### src/rtl/a0_uart_tx.sv
// -----------------------------------------------------------------------------
// a0_uart_tx
//
// Watches the core's 8-bit debug byte (low byte of a0). Each change of that
// byte is queued in a small FIFO. Queued bytes are sent as 8N1 UART frames so
// program results can be read off-chip. Nothing is handed back to the core:
// if the FIFO is full when a change arrives, the byte is dropped and a sticky
// overflow flag is set.
//
// Ports
//   clk_i         system clock, rising edge
//   rst_i         asynchronous reset, active low
//   data_i        debug byte from the core
//   en_i          capture enable; when low, data_i is ignored
//   tx_o          UART serial line, idle high
//   busy_o        high while a frame is on the line (start .. last stop cycle)
//   fifo_count_o  current FIFO occupancy
//   overflow_o    sticky: a change was dropped because the FIFO was full
// -----------------------------------------------------------------------------
module a0_uart_tx #(
    parameter int CLKS_PER_BIT = 16,
    parameter int FIFO_DEPTH   = 4,
    parameter int DATA_WIDTH   = 8
) (
    input  logic                          clk_i,
    input  logic                          rst_i,
    input  logic [DATA_WIDTH-1:0]         data_i,
    input  logic                          en_i,
    output logic                          tx_o,
    output logic                          busy_o,
    output logic [$clog2(FIFO_DEPTH):0]   fifo_count_o,
    output logic                          overflow_o
);

    localparam int PTR_W  = $clog2(FIFO_DEPTH);
    localparam int CNT_W  = PTR_W + 1;
    localparam int BAUD_W = $clog2(CLKS_PER_BIT);
    localparam int BIT_W  = $clog2(DATA_WIDTH);

    localparam logic [BAUD_W-1:0] BAUD_LAST = BAUD_W'(CLKS_PER_BIT - 1);
    localparam logic [BIT_W-1:0]  BIT_LAST  = BIT_W'(DATA_WIDTH - 1);
    localparam logic [CNT_W-1:0]  CNT_FULL  = CNT_W'(FIFO_DEPTH);

    typedef enum logic [1:0] {
        S_IDLE,
        S_START,
        S_DATA,
        S_STOP
    } state_e;

    // -------------------------------------------------------------------------
    // State
    // -------------------------------------------------------------------------
    logic [DATA_WIDTH-1:0] last_q;
    logic [DATA_WIDTH-1:0] fifo_mem [FIFO_DEPTH];
    logic [PTR_W-1:0]      wr_ptr_q, wr_ptr_d;
    logic [PTR_W-1:0]      rd_ptr_q, rd_ptr_d;
    logic [CNT_W-1:0]      count_q,  count_d;
    logic                  overflow_q, overflow_d;

    state_e                state_q;
    logic [BAUD_W-1:0]     baud_q;
    logic [BIT_W-1:0]      bit_idx_q;
    logic [DATA_WIDTH-1:0] shift_q;
    logic                  tx_q;
    logic                  busy_q;

    // -------------------------------------------------------------------------
    // Change detect and FIFO control
    // -------------------------------------------------------------------------
    logic change;
    logic fifo_full;
    logic fifo_empty;
    logic pop;
    logic push;
    logic baud_wrap;

    assign change     = en_i && (data_i != last_q);
    assign fifo_full  = (count_q == CNT_FULL);
    assign fifo_empty = (count_q == '0);
    assign pop        = (state_q == S_IDLE) && !fifo_empty;
    // A pop on the same edge frees a slot, so a push into a full FIFO is
    // still accepted when the FSM is taking the head byte.
    assign push       = change && (!fifo_full || pop);
    assign baud_wrap  = (baud_q == BAUD_LAST);

    always_comb begin
        // NOTE: every always_comb output gets a default first, so no path
        // leaves it unassigned and no latch is inferred.
        wr_ptr_d   = wr_ptr_q;
        rd_ptr_d   = rd_ptr_q;
        count_d    = count_q;
        overflow_d = overflow_q;

        if (push) wr_ptr_d = wr_ptr_q + 1'b1;
        if (pop)  rd_ptr_d = rd_ptr_q + 1'b1;

        unique case ({push, pop})
            2'b10:   count_d = count_q + 1'b1;
            2'b01:   count_d = count_q - 1'b1;
            default: count_d = count_q;
        endcase

        if (change && !push) overflow_d = 1'b1;
    end

    always_ff @(posedge clk_i or negedge rst_i) begin
        // NOTE: sequential state uses non-blocking assignments so every
        // register samples the pre-edge values of the others.
        if (!rst_i) begin
            last_q     <= '0;
            wr_ptr_q   <= '0;
            rd_ptr_q   <= '0;
            count_q    <= '0;
            overflow_q <= 1'b0;
        end else begin
            if (en_i) last_q <= data_i;
            wr_ptr_q   <= wr_ptr_d;
            rd_ptr_q   <= rd_ptr_d;
            count_q    <= count_d;
            overflow_q <= overflow_d;
        end
    end

    // NOTE: the storage array has no reset; an entry is only read after it has
    // been written, and leaving it unreset lets it map onto plain RAM/flops.
    always_ff @(posedge clk_i) begin
        if (push) fifo_mem[wr_ptr_q] <= data_i;
    end

    // -------------------------------------------------------------------------
    // Frame FSM with registered line and busy outputs
    // -------------------------------------------------------------------------
    always_ff @(posedge clk_i or negedge rst_i) begin
        if (!rst_i) begin
            state_q   <= S_IDLE;
            baud_q    <= '0;
            bit_idx_q <= '0;
            shift_q   <= '0;
            tx_q      <= 1'b1;
            busy_q    <= 1'b0;
        end else begin
            unique case (state_q)
                S_IDLE: begin
                    if (pop) begin
                        state_q <= S_START;
                        shift_q <= fifo_mem[rd_ptr_q];
                        baud_q  <= '0;
                        tx_q    <= 1'b0;
                        busy_q  <= 1'b1;
                    end
                end

                S_START: begin
                    if (baud_wrap) begin
                        baud_q    <= '0;
                        bit_idx_q <= '0;
                        state_q   <= S_DATA;
                        tx_q      <= shift_q[0];
                    end else begin
                        baud_q <= baud_q + 1'b1;
                    end
                end

                S_DATA: begin
                    if (baud_wrap) begin
                        baud_q <= '0;
                        if (bit_idx_q == BIT_LAST) begin
                            state_q <= S_STOP;
                            tx_q    <= 1'b1;
                        end else begin
                            // Line takes the next bit while the register shifts.
                            shift_q   <= shift_q >> 1;
                            bit_idx_q <= bit_idx_q + 1'b1;
                            tx_q      <= shift_q[1];
                        end
                    end else begin
                        baud_q <= baud_q + 1'b1;
                    end
                end

                S_STOP: begin
                    if (baud_wrap) begin
                        baud_q  <= '0;
                        state_q <= S_IDLE;
                        busy_q  <= 1'b0;
                    end else begin
                        baud_q <= baud_q + 1'b1;
                    end
                end

                default: begin
                    state_q <= S_IDLE;
                    tx_q    <= 1'b1;
                    busy_q  <= 1'b0;
                end
            endcase
        end
    end

    assign tx_o         = tx_q;
    assign busy_o       = busy_q;
    assign fifo_count_o = count_q;
    assign overflow_o   = overflow_q;

endmodule

### config.mk
export PLATFORM = sky130hd
export DESIGN_NAME = a0_uart_tx
export DESIGN_NICKNAME = d
export VERILOG_FILES = /design/src/rtl/a0_uart_tx.sv
export SDC_FILE = /design/constraint.sdc
export NUM_CORES = 1
export LEC_CHECK = 0
export ABC_AREA = 1
export CORE_ASPECT_RATIO = 1.1
export CORE_MARGIN = 10
export CORE_UTILIZATION = 53
export DETAILED_ROUTE_END_ITERATION = 10
export GPL_TIMING_DRIVEN = 0
export PLACE_DENSITY = 0.75
export SYNTH_ARGS = -nofsm -noshare
export SYNTH_HDL_FRONTEND = slang
export SYNTH_SLANG_ARGS = --single-unit
### constraint.sdc
create_clock -name clk_i -period 2.1 [get_ports clk_i]
set_clock_uncertainty 0.2 [all_clocks]
set_input_delay 0.21 -clock clk_i [delete_from_list [all_inputs] [get_ports clk_i]]
set_output_delay 0.21 -clock clk_i [all_outputs]
set_load 0.03 [all_outputs]
==> metrics, run 1 <==
Inst Count DP=400; Synth area leaders=edfxtp_1 31%, dfrtp_1 28%, nand2_1 7.8%, o21ai_0 5.2%, nor2_1 5.0%; worst setup margin=96.3 ps; # setup viols final=0; critical path launch point=data_i[2]; Synth cell types=32; Finished Layout Cells=approximately 420; GRT overflow=0; final net count=362; IO Count=17; setup TNS=0 ps; CP startpoint kind=input port; initial core utilization=about 54%; Die Ht=~100 um; pins over their slew limit=0; count of final hold-check violations=0; WS Path Type=in -> reg; period utilization=a little over nine tenths; internal reg-to-reg setup slack=between 100 and 150 ps; IO Port Bufs=15; Die Area=slightly above 9000 sq um; htree depth=3; Via-to-Cell Ratio=5.11; Routed WL=between 5000 and 6000 um; Max Clk Rate=499 MHz; initial antenna violation count=0; Synth Instances=308; Net Count, Synth=about 330; hold_ws=roughly 22 ps; clk root buf=clkbuf_8; worst setup path endpoint=fifo_count_o[1]; Chip Width=between 90 and 100 um; slew margin rel.=about 46%; cts bufs inserted=9; status=complete, no violations; Synth area leader=edfxtp_1; Detail Route Antenna Nets=0; vias in the first global route=between 2000 and 2500; Yosys top cell area share=between 30% and 40%; worst r2r src=last_q[6]; num rows=29; hpwl dp=about 3700 um; Max Root-Sink Buffers=2; pin count of the biggest net entering global routing=36; Avg Inst Size Synth=around 10 sq um; Clock Latency Late Sink=330 ps; fill count=444; Max IR drop VDD=0.704 mV; antenna cell count=0; pre-CTS setup slack=-609 ps; Pre-Repair DR Iteration Count=4; fin crit period=2000 ps; layout cells sized above 1=roughly 15%; Synth Warn #=0; total of max-cap violations=0; flops & latches, synth=between 60 and 70; initial drt markers=150; Crit Reg-Reg Endpoint=fifo_count_o[1]; required time worst endpoint=~2100 ps; area of the core=5700 sq um; DR WL/cell=13.8 um; worst hold stages=1; Seq/Total Area, Yosys=around three fifths; Residual DRC=0; crit path DAT=between 2000 and 2500 ps; GRT Overall Usage=between 10% and 20%; first-pass GRT wire length=roughly 9800 um; actual slew at the worst max-slew pin=just over 800 ps; critical path capture point type=flip-flop; min-delay worst type=in -> reg; CTS sink cnt=67; GPL Wtd Cong=just under 0.8; CTS clk-pin slew, worst paths=approximately 70 ps; Synth Cell Area=3080 sq um; Synth-to-Final Area Change=19.3%; Max FO, Critical Path=6; PD cells=between 1000 and 1500 nW/um^2; via count=between 2000 and 2500; TritonCTS clock tree=done; Lkg Pwr=between 1.5 and 2 nW; Worst Reg-to-Reg Cells=10; RSZ-0062 raised after global routing=yes
report_power, final:
part | internal (mW) | switching, mW
combinational | 0.820 | 1.31
sequential | 1.77 | 0.213
clock | 0.577 | 0.469
layout by cell type, fill, tap and decap left out, types with 2 or more instances in the layout:
cell and count:
nand2_1 60, nor2_1 35, dfrtp_1 34, o21ai_0 32
edfxtp_1 32, inv_1 31, clkbuf_8 11, ha_1 10
o21ai_1 8, clkdlybuf4s50_1 8, o22ai_1 7, nand2_2 6
a21oi_1 6, clkbuf_1 5, nor2_4 5, nand3_1 5
buf_2 4, xnor2_1 3, mux2_2 3, inv_2 3
xor2_1 3, dlymetal6s2s_1 3, dlygate4sd2_1 3, buf_12 3
nand3_2 2, buf_4 2, clkinv_2 2, a32o_1 2
o31ai_1 2
worst max-delay path: stages:
cell	delay (ps)
clkdlybuf4s50_1	610
xnor2_1	150
nand2_1	70
nor2_1	120
nand2_2	110
nand2_2	90
nand2_2	70
inv_1	70
fa_2	420
nand2_1	70
nand2_1	50
per-layer routing:
metal / vias up / share of wire (%) / wire (um) / global-route usage (%)
met4: 0 / 3.2 / 184 / 10.2
met2: 37 / 50 / 2910 / 21.9
met5: - / 0 / 0 / 0
li1: 1087 / - / - / -
met3: 16 / 4.5 / 260 / 3.81
met1: 1013 / 42 / 2470 / 14.6
cell usage after synthesis:
cell type   n
o31ai_1     2
nand3_1     7
buf_2       3
edfxtp_1   32
a22o_1      1
nand2_2     2
o21bai_1    1
clkinv_2    1
dfstp_2     1
inv_2       3
nand4_1     1
ha_1       11
a21oi_4     1
o22ai_1     7
clkbuf_8    1
o21ai_0    32
a32o_1      2
nand2_4     1
xnor2_1     3
fa_1        1
o21ai_1     8
mux2_2      3
o21ai_2     1
xor2_1      3
nand2_1    64
nor2_1     41
inv_1      31
buf_4       1
nand3_2     1
a21oi_1     6
dfrtp_1    34
clkbuf_1    2
repair_timing:
item / CTS / global route
gates cloned: 0 / 0
buffers inserted: 3 / 1
hold buffers: 1 / 0
endpoints found under the hold margin: 34 / 0
pin swaps: 4 / 4
resized for setup: 15 / 12
setup endpoints to repair: 33 / 34
kinds of logic after synthesis:
logic type / synth area share, %
simple gates: 15.2
xor+xnor: 1.71
mux: 1.10
compound gates: 11.4
flops: 59.7
fa+ha+maj: 5.12
buf+inv: 5.73
through the flow:
stage	instance area [sq um]	util [%]	power, mW
after floorplan	3080	-	3.40
after global placement	3320	58.4	3.86
after detailed placement	3320	58.3	3.92
after CTS	3620	63.6	5.10
after global routing	3670	64.4	5.58
final	3670	64.4	5.16
worst min-delay path by stage:
stage | endpoint | start
2_1_floorplan | baud_q[0] | rst_i
6_report | fifo_mem[0][6] | data_i[6]
5_1_grt | fifo_mem[0][6] | data_i[6]
3_5_place_dp | shift_q[5] | rst_i
4_1_cts | overflow_o | en_i
3_3_place_gp | shift_q[6] | shift_q[6]
final cells by class:
cell class,count,area [sq um],share of cell area (%)
clock inverter,3,38.8,1.06
inverter,35,133,3.61
buffer,7,43.8,1.19
multi-input combinational,199,1150,31.2
clock buffer,13,149,4.06
timing repair buffer,20,226,6.17
tap,77,96.3,2.62
sequential,67,1840,50.1
state kept, by name, indices dropped and copies added, names as in the netlist:
name	flops
fifo_mem	32
rd_ptr_q	2
busy_o	1
fifo_count_o	3
last_q	8
state_q	2
tx_o	1
wr_ptr_q	2
baud_q	4
overflow_o	1
shift_q	8
bit_idx_q	3
(Power assumes the default switching activity.)
==> run 2: changes to the inputs <==
--- a/config.mk
+++ b/config.mk
@@ -10,6 +10,7 @@
 export CORE_MARGIN = 10
 export CORE_UTILIZATION = 53
 export DETAILED_ROUTE_END_ITERATION = 10
+export GPL_ROUTABILITY_DRIVEN = 1
 export GPL_TIMING_DRIVEN = 0
 export PLACE_DENSITY = 0.75
 export SYNTH_ARGS = -nofsm -noshare
==> results of run 2 <==
The final DEF is identical to that of run 1; final timing and power are the same.
==> run 3: changes to the inputs <==
--- a/config.mk
+++ b/config.mk
@@ -10,9 +10,10 @@
 export CORE_MARGIN = 10
 export CORE_UTILIZATION = 53
 export DETAILED_ROUTE_END_ITERATION = 10
-export GPL_ROUTABILITY_DRIVEN = 1
+export GPL_ROUTABILITY_DRIVEN = 0
 export GPL_TIMING_DRIVEN = 0
 export PLACE_DENSITY = 0.75
+export SETUP_SLACK_MARGIN = 0.05
 export SYNTH_ARGS = -nofsm -noshare
 export SYNTH_HDL_FRONTEND = slang
 export SYNTH_SLANG_ARGS = --single-unit
==> run 3 against run 2 <==
  * Design area increased by 0.55%
  * Register-to-register slack improved by 40 ps
  * Critical path type unchanged
  * Die area unchanged
  * Sequential power about the same
  * Largest power group unchanged
  * Worst setup slack improved by 36 ps
  * First-iteration DRC count increased by 11%
==> metrics, run 3 (synthesis gave the netlist of run 1 again) <==
Lkg Pwr=1.63 nW (about the same); status=complete, no violations (unchanged); Pre-Repair DR Iteration Count=4 (unchanged); area of the core=5700 sq um (unchanged); initial drt markers=167 (was 150); CTS clk-pin slew, worst paths=70 ps (about the same); period utilization=93.7% (was 95.4%); Clock Latency Late Sink=340 ps (was 330 ps); hold_ws=26.4 ps (was 21.8 ps); GRT overflow=0 (unchanged); antenna cell count=0 (unchanged); slew margin rel.=47.0% (was 46.3%); biggest regs=fifo_mem: 32 flops, last_q: 8 flops, shift_q: 8 flops (unchanged); PD cells=1400 nW/um^2 (was 1410 nW/um^2); hpwl dp=3720 um (unchanged); TritonCTS clock tree=done (unchanged); final net count=366 (was 362); num rows=29 (unchanged); Design Power=5.18 mW (was 5.16 mW); RSZ-0062 raised after global routing=yes (unchanged); # setup viols final=0 (unchanged); Max FO, Critical Path=6 (unchanged); via count=2171 (was 2153); htree depth=3 (unchanged); combinational share of power=41.6% (was 41.3%); Routed WL=5880 um (was 5820 um); Die Area=9260 sq um (unchanged); Clock power frac=20.3% (about the same); crit path DAT=2000 ps (was 2030 ps); pins over their slew limit=0 (unchanged); Residual DRC=0 (unchanged); initial antenna violation count=0 (unchanged); WS Path Type=in -> reg (unchanged); M1 GR Usage=14.7% (was 14.6%); switching pwr=2.00 mW (about the same); IO Port Bufs=15 (unchanged); most frequent cells in the layout=60 x nand2_1, 34 x nor2_1, 34 x dfrtp_1 (was 60 x nand2_1, 35 x nor2_1, 34 x dfrtp_1); Seq pwr share=38.1% (was 38.4%); fin crit period=1970 ps (was 2000 ps); first-pass GRT wire length=9870 um (was 9840 um); clk root buf=clkbuf_8 (unchanged); total of max-cap violations=0 (unchanged); required time worst endpoint=2130 ps (about the same); Synth-to-Final Area Change=19.9% (was 19.3%); cts bufs inserted=9 (unchanged); DR WL/cell=13.8 um (about the same); commonest non-fill, non-tap cell in the layout=nand2_1 (unchanged); Die Ht=99.9 um (unchanged); grt met2 use=22.0% (was 21.9%); Via-to-Cell Ratio=5.11 (about the same); Max Root-Sink Buffers=2 (unchanged); min-delay worst type=in -> reg (unchanged); Chip Width=92.7 um (unchanged); actual slew at the worst max-slew pin=796 ps (was 805 ps); vias in the first global route=2181 (was 2172); layout cells sized above 1=15.8% (was 14.5%); fill count=438 (was 444); count of final hold-check violations=0 (unchanged); initial core utilization=54.0% (unchanged); IO Count=17 (unchanged); Max Clk Rate=508 MHz (was 499 MHz); critical path capture point type=flip-flop (unchanged); Max IR drop VDD=0.749 mV (was 0.704 mV); pin count of the biggest net entering global routing=36 (unchanged); GRT Overall Usage=13.5% (about the same); CTS sink cnt=67 (unchanged); Detail Route Antenna Nets=0 (unchanged); met3 usage=3.81% (unchanged); max reg flops=32 (unchanged); total internal power=3.18 mW (was 3.17 mW); Net Sw Frac=38.6% (was 38.7%); Biggest register=fifo_mem (unchanged); CP startpoint kind=input port (unchanged); busiest grt layer=met2 (unchanged)
[run 3: area by class of cell]
type                       count  area [sq um]  area share, %
clock buffer                  13           149           4.03
inverter                      35           133           3.59
sequential                    67          1840           49.8
buffer                         7          43.8           1.19
clock inverter                 3          38.8           1.05
tap                           77          96.3           2.61
multi-input combinational    199          1140           31.0
timing repair buffer          24           249           6.75
[run 3: per-layer routing]
layer | wire length, um | part of all wire [%] | vias to the layer above
li1 | - | - | 1096
met1 | 2510 | 43 | 1009
met2 | 2940 | 50 | 56
met3 | 279 | 4.7 | 10
met4 | 153 | 2.6 | 0
met5 | 0 | 0 | -
[run 3: repair_timing]
item | CTS | global route
hold endpoints to repair | 34 | 0
endpoints found under the setup margin | 34 | 34
hold buffers | 1 | 0
pin swaps | 5 | 7
gates resized for setup | 17 | 10
buffers inserted | 4 | 4
[run 3: final timing paths]
path | to | slack (ps) | from | cells after the start
min in group asynchronous | shift_q[6] | 290 | rst_i | 2
min reg2reg | shift_q[7] | 280 | shift_q[7] | 2
max in group asynchronous | bit_idx_q[1] | 900 | rst_i | 2
max | fifo_count_o[1] | 130 | data_i[2] | 11
max reg2reg | fifo_count_o[1] | 160 | last_q[7] | 12
min | fifo_mem[2][6] | 30 | data_i[6] | 1
[run 3: critical path: stages]
cell             delay (ps)
clkdlybuf4s50_1         600
xnor2_1                 150
nand2_1                  80
nor2_2                  100
nand2_2                  90
nand2_2                  80
nand2_2                  70
inv_1                    70
fa_2                    420
nand2_1                  80
nand2_1                  50
[run 3: power groups by stage]
stage	registers, mW	logic, mW	clock network (mW)
2_1_floorplan	2.04	1.36	0
6_report	1.97	2.16	1.05
5_1_grt	2.02	2.47	1.10
4_1_cts	1.97	2.08	1.05
3_3_place_gp	1.98	1.88	0
3_5_place_dp	1.99	1.93	0
[run 3: stage by stage]
step / utilization, % / setup TNS [ps] / area, sq um / cells / setup slack (ps)
3_3_place_gp: 58.4 / -27390 / 3320 / 400 / -596
2_1_floorplan: - / 0 / 3080 / 308 / 50.2
3_5_place_dp: 58.3 / -19930 / 3320 / 400 / -609
4_1_cts: 63.7 / 0 / 3630 / 421 / 60.9
5_1_grt: 64.8 / 0 / 3690 / 425 / 12.2
6_report: 64.8 / 0 / 3690 / 425 / 133
